$ cat config.mk
export PLATFORM = sky130hd
export DESIGN_NAME = imem_loader
export DESIGN_NICKNAME = d
export VERILOG_FILES = /design/src/rtl/imem_loader.sv
export SDC_FILE = /design/constraint.sdc
export NUM_CORES = 1
export LEC_CHECK = 0
export CAP_MARGIN = 0
export CORE_MARGIN = 10
export CORE_UTILIZATION = 45
export DETAILED_ROUTE_END_ITERATION = 10
export DONT_BUFFER_PORTS = 1
export PLACE_DENSITY = 0.57
export SETUP_SLACK_MARGIN = 0.15
export SYNTH_ARGS = -nofsm -noshare
export SYNTH_HDL_FRONTEND = slang
export SYNTH_SLANG_ARGS = --single-unit
$ cat constraint.sdc
create_clock -name clk -period 5.2 [get_ports clk]
set_input_delay 0.26 -clock clk [delete_from_list [all_inputs] [get_ports clk]]
set_output_delay 0.26 -clock clk [all_outputs]
set_load 0.005 [all_outputs]
$ cat src/rtl/imem_loader.sv
// imem_loader: boot-time instruction-memory loader.
// Receives a length-prefixed program image over a byte stream, writes it as
// little-endian 32-bit words starting at BASE_WORD, checks an XOR checksum
// and then releases the core's reset. A strap skips loading entirely.
module imem_loader #(
  parameter int                ADDR_W    = 14,
  parameter logic [ADDR_W-1:0] BASE_WORD = 14'h2000
) (
  input  logic              clk,
  input  logic              reset,
  input  logic              boot_skip,
  input  logic              rx_valid,
  input  logic [7:0]        rx_data,
  output logic              rx_ready,
  output logic              imem_we,
  output logic [ADDR_W-1:0] imem_waddr,
  output logic [31:0]       imem_wdata,
  output logic              core_rst_n,
  output logic              done,
  output logic              err,
  output logic [ADDR_W:0]   word_cnt
);

  typedef enum logic [2:0] {
    ST_START = 3'd0,
    ST_HDR   = 3'd1,
    ST_DATA  = 3'd2,
    ST_CSUM  = 3'd3,
    ST_RUN   = 3'd4,
    ST_ERR   = 3'd5
  } state_t;

  // Largest image (in words) that fits between BASE_WORD and the top of memory.
  localparam logic [32:0] MAX_WORDS_C =
    (33'd1 << ADDR_W) - {{(33-ADDR_W){1'b0}}, BASE_WORD};

  state_t              state_r;
  logic [1:0]          lane_r;
  logic [23:0]         byte_buf_r;
  logic [31:0]         len_r;
  logic [7:0]          csum_r;
  logic                run_r;

  logic                accept_s;
  logic [31:0]         hdr_len_s;
  logic                last_word_s;

  // Running checksum step: fold one data byte into the XOR accumulator.
  function automatic logic [7:0] csum_update(input logic [7:0] acc, input logic [7:0] b);
    csum_update = acc ^ b;
  endfunction

  assign accept_s    = rx_valid & rx_ready;
  // Full header value as it would be once the current (4th) byte lands.
  assign hdr_len_s   = {rx_data, byte_buf_r};
  // The word being completed now is the final one of the image.
  assign last_word_s = (({{(31-ADDR_W){1'b0}}, word_cnt} + 32'd1) == len_r);
  // Core reset is held until the loader has committed to running.
  assign core_rst_n  = reset & run_r;

  // Byte acceptance is a pure decode of the loader state.
  always_comb begin
    rx_ready = 1'b0;
    case (state_r)
      ST_HDR, ST_DATA, ST_CSUM: rx_ready = 1'b1;
      default:                  rx_ready = 1'b0;
    endcase
  end

  // Loader state machine, byte assembly, memory write port and status flags.
  always_ff @(posedge clk or negedge reset) begin
    if (!reset) begin
      state_r    <= ST_START;
      lane_r     <= 2'd0;
      byte_buf_r <= 24'd0;
      len_r      <= 32'd0;
      csum_r     <= 8'd0;
      run_r      <= 1'b0;
      done       <= 1'b0;
      err        <= 1'b0;
      imem_we    <= 1'b0;
      imem_waddr <= {ADDR_W{1'b0}};
      imem_wdata <= 32'd0;
      word_cnt   <= {(ADDR_W+1){1'b0}};
    end else begin
      imem_we <= 1'b0;
      // Release lags entry into RUN by one edge so the last write settles first.
      run_r   <= (state_r == ST_RUN);
      done    <= (state_r == ST_RUN);

      // Lower three byte lanes are staged; the 4th completes the word in place.
      if (accept_s && (state_r == ST_HDR || state_r == ST_DATA)) begin
        lane_r <= lane_r + 2'd1;
        case (lane_r)
          2'd0:    byte_buf_r[7:0]   <= rx_data;
          2'd1:    byte_buf_r[15:8]  <= rx_data;
          2'd2:    byte_buf_r[23:16] <= rx_data;
          default: byte_buf_r        <= byte_buf_r;
        endcase
      end else begin
        lane_r <= lane_r;
      end

      case (state_r)
        ST_START: begin
          if (boot_skip) begin
            state_r <= ST_RUN;
          end else begin
            state_r <= ST_HDR;
          end
        end

        ST_HDR: begin
          if (accept_s && lane_r == 2'd3) begin
            len_r <= hdr_len_s;
            if (hdr_len_s == 32'd0) begin
              state_r <= ST_CSUM;
            end else if ({1'b0, hdr_len_s} > MAX_WORDS_C) begin
              state_r <= ST_ERR;
              err     <= 1'b1;
            end else begin
              state_r <= ST_DATA;
            end
          end else begin
            state_r <= ST_HDR;
          end
        end

        ST_DATA: begin
          if (accept_s) begin
            csum_r <= csum_update(csum_r, rx_data);
            if (lane_r == 2'd3) begin
              imem_we    <= 1'b1;
              imem_wdata <= {rx_data, byte_buf_r};
              imem_waddr <= BASE_WORD + word_cnt[ADDR_W-1:0];
              word_cnt   <= word_cnt + {{ADDR_W{1'b0}}, 1'b1};
              if (last_word_s) begin
                state_r <= ST_CSUM;
              end else begin
                state_r <= ST_DATA;
              end
            end else begin
              state_r <= ST_DATA;
            end
          end else begin
            state_r <= ST_DATA;
          end
        end

        ST_CSUM: begin
          if (accept_s) begin
            if (rx_data == csum_r) begin
              state_r <= ST_RUN;
            end else begin
              state_r <= ST_ERR;
              err     <= 1'b1;
            end
          end else begin
            state_r <= ST_CSUM;
          end
        end

        ST_RUN: state_r <= ST_RUN;

        ST_ERR: state_r <= ST_ERR;

        default: begin
          // Unreachable encoding: fail safe with the core held in reset.
          state_r <= ST_ERR;
          err     <= 1'b1;
        end
      endcase
    end
  end

endmodule

# Word-level counts from Yosys, hierarchy flattened
# Cells that the tools add are included.
op_classes:
  n_addsub: 4
  magnitude_cmp: 1
  n_eq_ne: 15
  mux: 20
  bitwise_logic: 4
  n_reduce_logical: 15
ops:
  columns: ["operator", "n"]
  rows:
  - ["$eq 16x32->1", 1]
  - ["$gt 32x14->1 const B", 1]
  - ["$logic_not 32->1", 1]
  - ["$mux 3", 7]
  - ["$add 15x1->16 const B", 1]
  - ["$add 15x1->15 const B", 1]
  - ["$pmux 3 s5", 1]
  - ["$add 14x14->14 const A", 1]
  - ["$mux 1", 11]
  - ["$reduce_and 2->1", 5]
  - ["$eq 8x8->1", 1]
  - ["$xor 8x8->8", 1]
  - ["$eq 3x2->1 const B", 2]
  - ["$eq 3x3->1 const B", 2]
  - ["$ne 2x2->1 const B", 3]
  - ["$reduce_and 6->1", 1]
  - ["$eq 2x2->1 const B", 2]
  - ["$ne 2x1->1 const B", 2]
  - ["$reduce_or 4->1", 1]
  - ["$eq 3x1->1 const B", 1]
  - ["$logic_not 3->1", 1]
  - ["$pmux 1 s3", 1]
  - ["$reduce_and 3->1", 1]
  - ["$reduce_or 3->1", 1]
  - ["7 further kinds", 9]
totals:
  reg_bits: 133
  inputBits: 12
  out_inout_bits: 66
  elab_cells: 72

# Longest topological paths before layout
# Gate-level depths: netlist (run 1).
depth:
  ltp_word: 7
  ltp_mapped: 9
  ltp_nobuf: 8

# Least setup slack after synthesis (run 1)
# Ideal clock, no wire load.
synth_path:
  path_kind: "register to register"
  from: "reg word_cnt[6]"
  to: "reg state_r[0]"
  setup_time_ps: 65
  t_arrival_ps: 2196
  t_required_ps: 5135
  path_slack_ps: 2939
  path_stages_with_launch: 8
  n_path_buf: 1
  synth_period_minus_slack_ps: 2261
  path_cell_list: "dfrtp_1 > clkbuf_1 > nand4_1 > nor4_1 > xor2_1 > or4_1 > nor4b_2 > a31o_1"
synth_via:
  elab_chain_len: 6
synth_rtl:
  columns: ["item", "line_no", "text"]
  rows:
  - ["start: declaration", "21", "output logic [ADDR_W:0] word_cnt"]
  - ["start signal: assignment", "84", "word_cnt <= {(ADDR_W+1){1'b0}};"]
  - ["start signal: assignment", "136", "word_cnt <= word_cnt + {{ADDR_W{1'b0}}, 1'b1};"]
  - ["$add 15x1->16", "57", "assign last_word_s = (({{(31-ADDR_W){1'b0}}, word_cnt} + 32'd1) == len_r);"]
  - ["$eq 16x32->1", "57", null]
  - ["$mux 1", "137", "if (last_word_s) begin"]
  - ["$mux 3", "132", "if (lane_r == 2'd3) begin"]
  - ["$mux 3", "130", "if (accept_s) begin"]
  - ["$pmux 3 s5", "104", "case (state_r)"]
  - ["end signal: assignment", "107", "state_r <= ST_RUN;"]
  - ["end signal: assignment", "138", "state_r <= ST_CSUM;"]
  - ["end signal: assignment", "140", "state_r <= ST_DATA;"]
  - ["end: declaration", "37", "state_t state_r;"]
# Every way passes these cells.
# A chain may end at the register's enable or synchronous reset.

# Worst setup path after layout (run 1)
layout_path:
  from: "reg word_cnt[4]"
  to: "reg state_r[0]"
# Same word-level chain as after synthesis.

==> results.py, run 1 <==
metrics = {
    "timing": {
        "timing.clock.skew_ns": 0.0171,
        "slew_headroom_pct": 55.0,
        "slew_violations": 0,
        "final_hold_viol_count": 0,
        "final-setup-viol-count": 0,
        "worstMarginPinSlew_ns": 0.669,
        "period_utilisation_layout_pct": 49.5,
        "fmaxAchievable_mhz": 388,
        "fin_worst_hold_slack_ns": 0.0393,
        "finalWorstPathRequiredPeriod_ns": 2.57,
        "rsz0062_at_grt": "false",
        "fin_tns_setup_ns": 0,
    },
    "floorplanning": {
        "die_w_um": 135,
        "floorplan.io_pins": 78,
        "die_area_mm2": 0.0182,
        "floorplan.core_area_mm2": 0.0128,
        "die_h_um": 135,
        "starting_density_of_the_core_pct": 46.4,
        "rows": 41,
    },
    "setup_path": {
        "worst-endpoint-required_ns": 5.56,
        "critical_path.startpoint_type": "flip-flop",
        "start_to_end_type_of_the_worst_setup_path": "flip-flop to flip-flop",
        "worst_ep_arrival_time_ns": 2.94,
        "endpoint_kind": "flip-flop",
        "top_fanout_value_on_the_critical_path": 8,
    },
    "pwr": {
        "power_leakage_nw": 3.40,
        "worst_ir_drop_vdd_uv": 209,
        "cellPowerDensity_mw_per_mm2": 333,
    },
    "global_route": {
        "grt_overflow_total": 0,
        "total_global_routing_track_utilization_pct": 16.9,
        "maximum_number_of_pins_on_one_net_before_global_route_repair": 134,
        "first_global_vias": 4158,
        "global_route_wire_length_before_repair_um": 23700,
        "grt_antenna_before_repair": 0,
    },
    "cells_and_area": {
        "design_area_mm2": 0.00671,
        "final.fill_count": 1157,
        "antenna-diode-count": 0,
        "layout.nets": 573,
        "drive_above_1_share_pct": 16.2,
        "areaGrowthSynthToFinish_pct": 13.2,
    },
    "routing": {
        "routed_wirelength_um": 14500,
        "drt-initial-drc-count": 312,
        "routed-via-count": 4030,
        "detail-route-antenna-nets": 0,
        "firstDrtPassIters": 4,
        "route.detailed.drc": 0,
        "drt-vias-per-instance": 5.45,
        "wl_per_cell_um": 19.6,
    },
    "placement": {
        "port_buffers": 0,
        "placedInstanceArea_mm2": 0.00603,
        "detailed_place_hpwl_um": 9420,
        "place_congestion": 0.876,
    },
    "cts": {
        "cts_buffers": 17,
        "path_clk_slew_ns": 0.06,
        "cts-root-buf": "clkbuf_16",
        "max_root_sink_buffers": 2,
        "cts_num_sinks": 133,
        "tritoncts": "yes",
        "cts-htree-levels": 4,
        "insertion_delay_ns": 0.43,
    },
    "synth": {
        "synth.distinct_cells": 43,
        "syn_inst": 556,
        "synth_flop_cell": "dfrtp_1",
        "postSynthAreaPerCell_um2": 10.7,
        "yosysTopAreaCellShare_pct": 56.1,
        "most_frequently_used_cell_type_in_the_post_synthesis_netlist": "nand2_1",
        "synth-seq-cells": 133,
        "synth-edff-count": 0,
        "synth_seq_area_share_pct": 56.1,
        "mappedNetlistArea_mm2": 0.00593,
        "synth.area.top_cells": "dfrtp_1 (56%), mux2_2 (10%), nand2_1 (10%)",
        "synth_top_cell_by_area": "dfrtp_1",
        "syn-num-nets": 573,
        "yosys_warnings": 0,
        "netlist_top_cells_count": "nand2_1 (159), dfrtp_1 (133), mux2_2 (55)",
        "async_flop_share_pct": 100,
    },
    "min_path": {
        "timing.hold.worst.class": "primary input to flip-flop",
    },
    "flow_run": {
        "cap_viol_max_count": 0,
    },
    "status": {
        "status": "completed",
    },
}
==> kinds of logic (layout without fill, tap and decap cells) <==
kind of cell | count (synthesis) | count (layout) | share of synthesized area, %
simple gates | 234 | 234 | 17.6
flops | 133 | 133 | 56.1
mux | 58 | 58 | 11.0
xor+xnor | 54 | 54 | 7.98
buf+inv | 40 | 51 | 2.89
compound gates | 32 | 32 | 3.34
fa+ha+maj | 5 | 5 | 1.06
==> final timing paths <==
check	from	endpoint	slack, ns	cells after the start
worst max-delay path	word_cnt[4]	state_r[0]	2.63	6
worst min-delay path	boot_skip	state_r[2]	0.04	2
worst max register to register	word_cnt[4]	state_r[0]	2.63	6
worst min register to register	csum_r[1]	csum_r[1]	0.49	1
max in group asynchronous	reset	byte_buf_r[4]	4.24	2
min in group asynchronous	reset	imem_wdata[0]	0.51	2
==> layer usage <==
| metal | up-vias | GRT usage [%] | wire (um) |
|---|---|---|---|
| li1 | 1853 | - | - |
| met1 | 2019 | 19.5 | 5860 |
| met2 | 128 | 27.6 | 7260 |
| met3 | 30 | 6.05 | 975 |
| met4 | 0 | 7.44 | 408 |
| met5 | - | 0 | 0 |
==> report_power, final <==
part           switching (mW)  internal [mW]  total (mW)
registers                   0           1.04        1.04
logic                  0.0303        0.00906      0.0394
clock network           0.437          0.721        1.16
total                   0.468           1.77        2.23
==> sequential cells by signal, indices dropped and copies added (netlist names) <==
| signal | count |
|---|---|
| run_r | 1 |
| imem_we | 1 |
| state_r | 3 |
| imem_waddr | 14 |
| csum_r | 8 |
| imem_wdata | 32 |
| lane_r | 2 |
| err | 1 |
| len_r | 32 |
| word_cnt | 15 |
| byte_buf_r | 24 |
==> area by class of cell <==
cell class / instances / area, um2 / share of cell area [%]
Inverter: 9 / 36.3 / 0.541
Timing Repair Buffer: 12 / 133 / 1.98
Tap cell: 172 / 215 / 3.21
Clock buffer: 21 / 460 / 6.86
Clock inverter: 9 / 105 / 1.57
Multi-Input combinational cell: 383 / 2430 / 36.2
Sequential cell: 133 / 3330 / 49.6
==> stage by stage <==
step           power, mW  utilization [%]  worst slack (ns)  cells
5_1_grt             2.31             52.5              2.49    739
3_3_place_gp        1.06             47.2              2.70    699
6_report            2.23             52.5              2.63    739
3_5_place_dp        1.06             47.2              2.67    699
2_1_floorplan       1.06                -              2.94    556
4_1_cts             2.25             52.5              2.65    739
==> layout by cell type, fill, tap and decap left out, types with 5 or more instances in the layout <==
| cell type | netlist | final |
|---|---|---|
| a21oi_1 | 10 | 10 |
| clkbuf_16 | 0 | 17 |
| dfrtp_1 | 133 | 133 |
| dlygate4sd3_1 | 0 | 9 |
| ha_1 | 5 | 5 |
| inv_1 | 8 | 8 |
| mux2_2 | 55 | 55 |
| nand2_1 | 159 | 159 |
| nand3_1 | 8 | 8 |
| nand4_1 | 8 | 8 |
| nor2_1 | 19 | 18 |
| nor3_1 | 6 | 6 |
| nor4_1 | 15 | 15 |
| o21ai_0 | 10 | 10 |
| xnor2_1 | 29 | 29 |
| xor2_1 | 25 | 25 |
==> timing repair <==
action,4_1_cts,5_1_grt
resized for setup,0,0
hold endpoints to repair,181,0
hold buffers,10,0
setup buffers,0,0
==> critical path, cell delays in order (launching register included) <==
cell	delay, ns
dfrtp_1	0.53
nand4_1	0.31
nor4_1	0.58
xor2_1	0.11
or4_1	0.55
nor4b_2	0.25
a31o_1	0.17
No activity file was read; power rests on OpenSTA's default activity.
==> inputs of run 2 (changes only) <==
==> constraint.sdc (replaced) <==
create_clock -name clk -period 2.4 [get_ports clk]
set_input_delay 0.12 -clock clk [delete_from_list [all_inputs] [get_ports clk]]
set_output_delay 0.12 -clock clk [all_outputs]
set_load 0.005 [all_outputs]
==> run 2 against run 1 <==
Against the previous run: the run now ends with hold timing left; die area stayed put; first-iteration DRC count decreased by 23%; register-to-register slack lost 2.4 ns; critical path depth grew 2; via count about the same; final area is 3.9% higher; sequential cell count unchanged; combinational power is 5% higher; clock skew shrank 0.011 ns; clock-buffer cell count decreased by 1; critical endpoint unchanged; highest routed layer unchanged.
==> results.py, run 2 (same netlist as run 1, synthesis figures left out) <==
metrics = {
    "timing": {
        "rsz0062_at_grt": "false",
        "period_utilisation_layout_pct": 89.7,
        "final-setup-viol-count": 0,
        "fmaxAchievable_mhz": 465,
        "finalWorstPathRequiredPeriod_ns": 2.15,
        "fin_worst_hold_slack_ns": -0.611,
        "slew_headroom_pct": 62.2,
        "worstMarginPinSlew_ns": 0.568,
        "slew_violations": 0,
        "fin_tns_setup_ns": 0,
        "final_hold_viol_count": 133,
        "timing.clock.skew_ns": 0.00607,
    },
    "routing": {
        "drt-vias-per-instance": 5.30,
        "wl_per_cell_um": 19.2,
        "routed-via-count": 4027,
        "detail-route-antenna-nets": 0,
        "route.detailed.drc": 0,
        "routed_wirelength_um": 14600,
        "drt-initial-drc-count": 239,
        "firstDrtPassIters": 4,
    },
    "global_route": {
        "first_global_vias": 4314,
        "grt_antenna_before_repair": 0,
        "grt_overflow_total": 0,
        "global_route_wire_length_before_repair_um": 23800,
        "total_global_routing_track_utilization_pct": 16.9,
        "maximum_number_of_pins_on_one_net_before_global_route_repair": 135,
    },
    "pwr": {
        "power_mw": 5.15,
        "cellPowerDensity_mw_per_mm2": 740,
        "worst_ir_drop_vdd_uv": 486,
        "power_leakage_nw": 3.55,
    },
    "cts": {
        "tritoncts": "yes",
        "postCtsHoldBufs": 10,
        "insertion_delay_ns": 0.43,
        "cts-root-buf": "clkbuf_16",
        "cts-htree-levels": 4,
        "max_root_sink_buffers": 2,
        "path_clk_slew_ns": 0.06,
        "cts_num_sinks": 133,
        "cts_buffers": 17,
    },
    "setup_path": {
        "worst-endpoint-required_ns": 2.75,
        "critical_path.startpoint_type": "flip-flop",
        "endpoint_kind": "flip-flop",
        "start_to_end_type_of_the_worst_setup_path": "flip-flop to flip-flop",
        "reg2reg_depth": 8,
        "worst_ep_arrival_time_ns": 2.50,
        "top_fanout_value_on_the_critical_path": 6,
    },
    "status": {
        "failed_checks": "hold timing",
        "status": "complete, but fails checks",
    },
    "floorplanning": {
        "rows": 41,
        "die_area_mm2": 0.0182,
        "floorplan.core_area_mm2": 0.0128,
        "die_h_um": 135,
        "floorplan.io_pins": 78,
        "starting_density_of_the_core_pct": 46.4,
        "die_w_um": 135,
    },
    "cells_and_area": {
        "final-instance-count-excl-fill": 760,
        "final.fill_count": 1118,
        "layout.nets": 592,
        "commonest_non_fill_non_tap_cell_in_the_layout": "nand2_1",
        "post-route-util_pct": 54.5,
        "mostFrequentLayoutCells": "nand2_1 (159), dfrtp_1 (133), mux2_2 (55)",
        "antenna-diode-count": 0,
        "design_area_mm2": 0.00697,
        "areaGrowthSynthToFinish_pct": 17.5,
        "drive_above_1_share_pct": 19.9,
        "reg_top3": "imem_wdata x32, len_r x32, byte_buf_r x24",
    },
    "placement": {
        "place_congestion": 0.886,
        "detailed_place_hpwl_um": 9700,
        "place.detailed.instances": 717,
        "placedInstanceArea_mm2": 0.00617,
        "port_buffers": 0,
    },
    "flow_run": {
        "cap_viol_max_count": 0,
    },
    "min_path": {
        "timing.hold.worst.class": "primary input to async pin",
    },
}
==> run 2: cell count changes in the layout (fill, tap and decap cells not counted), moves of 2 or more <==
cell,before,now
buf_4,2,19
bufinv_16,2,5
clkinv_4,0,3
clkinvlp_4,4,2
ha_1,5,3
ha_2,0,2
==> run 2: what timing repair did <==
| item | in CTS | in global routing |
|---|---|---|
| resized for setup | 2 | 6 |
| endpoints found under the setup margin | 2 | 2 |
| pin swaps | 0 | 2 |
| buffers inserted | 0 | 1 |
| endpoints found under the hold margin | 183 | 133 |
==> run 2: cell type report <==
type                            instances  area, um2  share of cell area (%)
Timing Repair Buffer                   31        277                    3.97
Multi-Input combinational cell        383       2450                    35.2
Clock buffer                           20        457                    6.55
Sequential cell                       133       3330                    47.8
Tap cell                              172        215                    3.09
Inverter                                9       36.3                   0.521
Clock inverter                         12        201                    2.89
==> run 2: worst paths after layout <==
path / startpoint / end / slack (ns)
worst max register to register: word_cnt[0] / state_r[0] / 0.25
worst min register to register: csum_r[1] / csum_r[1] / 0.49
worst max-delay path: word_cnt[0] / state_r[0] / 0.25
max in group asynchronous: reset / byte_buf_r[2] / 2.70
worst min-delay path: reset / imem_waddr[8] / -0.61
min in group clk: rx_valid / state_r[2] / 0.03
==> run 2: per-layer routing <==
metal | vias up | share of wire [%] | track usage [%]
met5 | - | 0 | 0
met4 | 0 | 3.0 | 7.26
met3 | 30 | 5.9 | 6.08
met2 | 92 | 50 | 28.2
met1 | 2009 | 41 | 19.1
li1 | 1896 | - | -
==> run 2: metrics by stage <==
step | setup WS [ns] | hold WS [ns]
detailed placement | 0.163 | -0.171
global placement | 0.208 | -0.171
global route | 0.124 | -0.629
finish | 0.247 | -0.611
CTS | 0.167 | -0.619
floorplan | 0.173 | -0.176
==> run 2: critical path, cell delays in order, from the launching register on <==
cell,delay [ns]
dfrtp_1,0.41
ha_2,0.25
nand3_1,0.12
buf_4,0.18
nor3_1,0.18
xnor2_1,0.21
o2111ai_1,0.23
nor4b_4,0.30
a31o_1,0.20
==> run 2: report_power, final <==
group	leakage (nW)	switching, mW	internal [mW]
Clock	0.316	0.973	1.90
Combinational	1.41	0.0253	0.0162
Sequential	1.82	0	2.24
Total	3.55	0.998	4.16
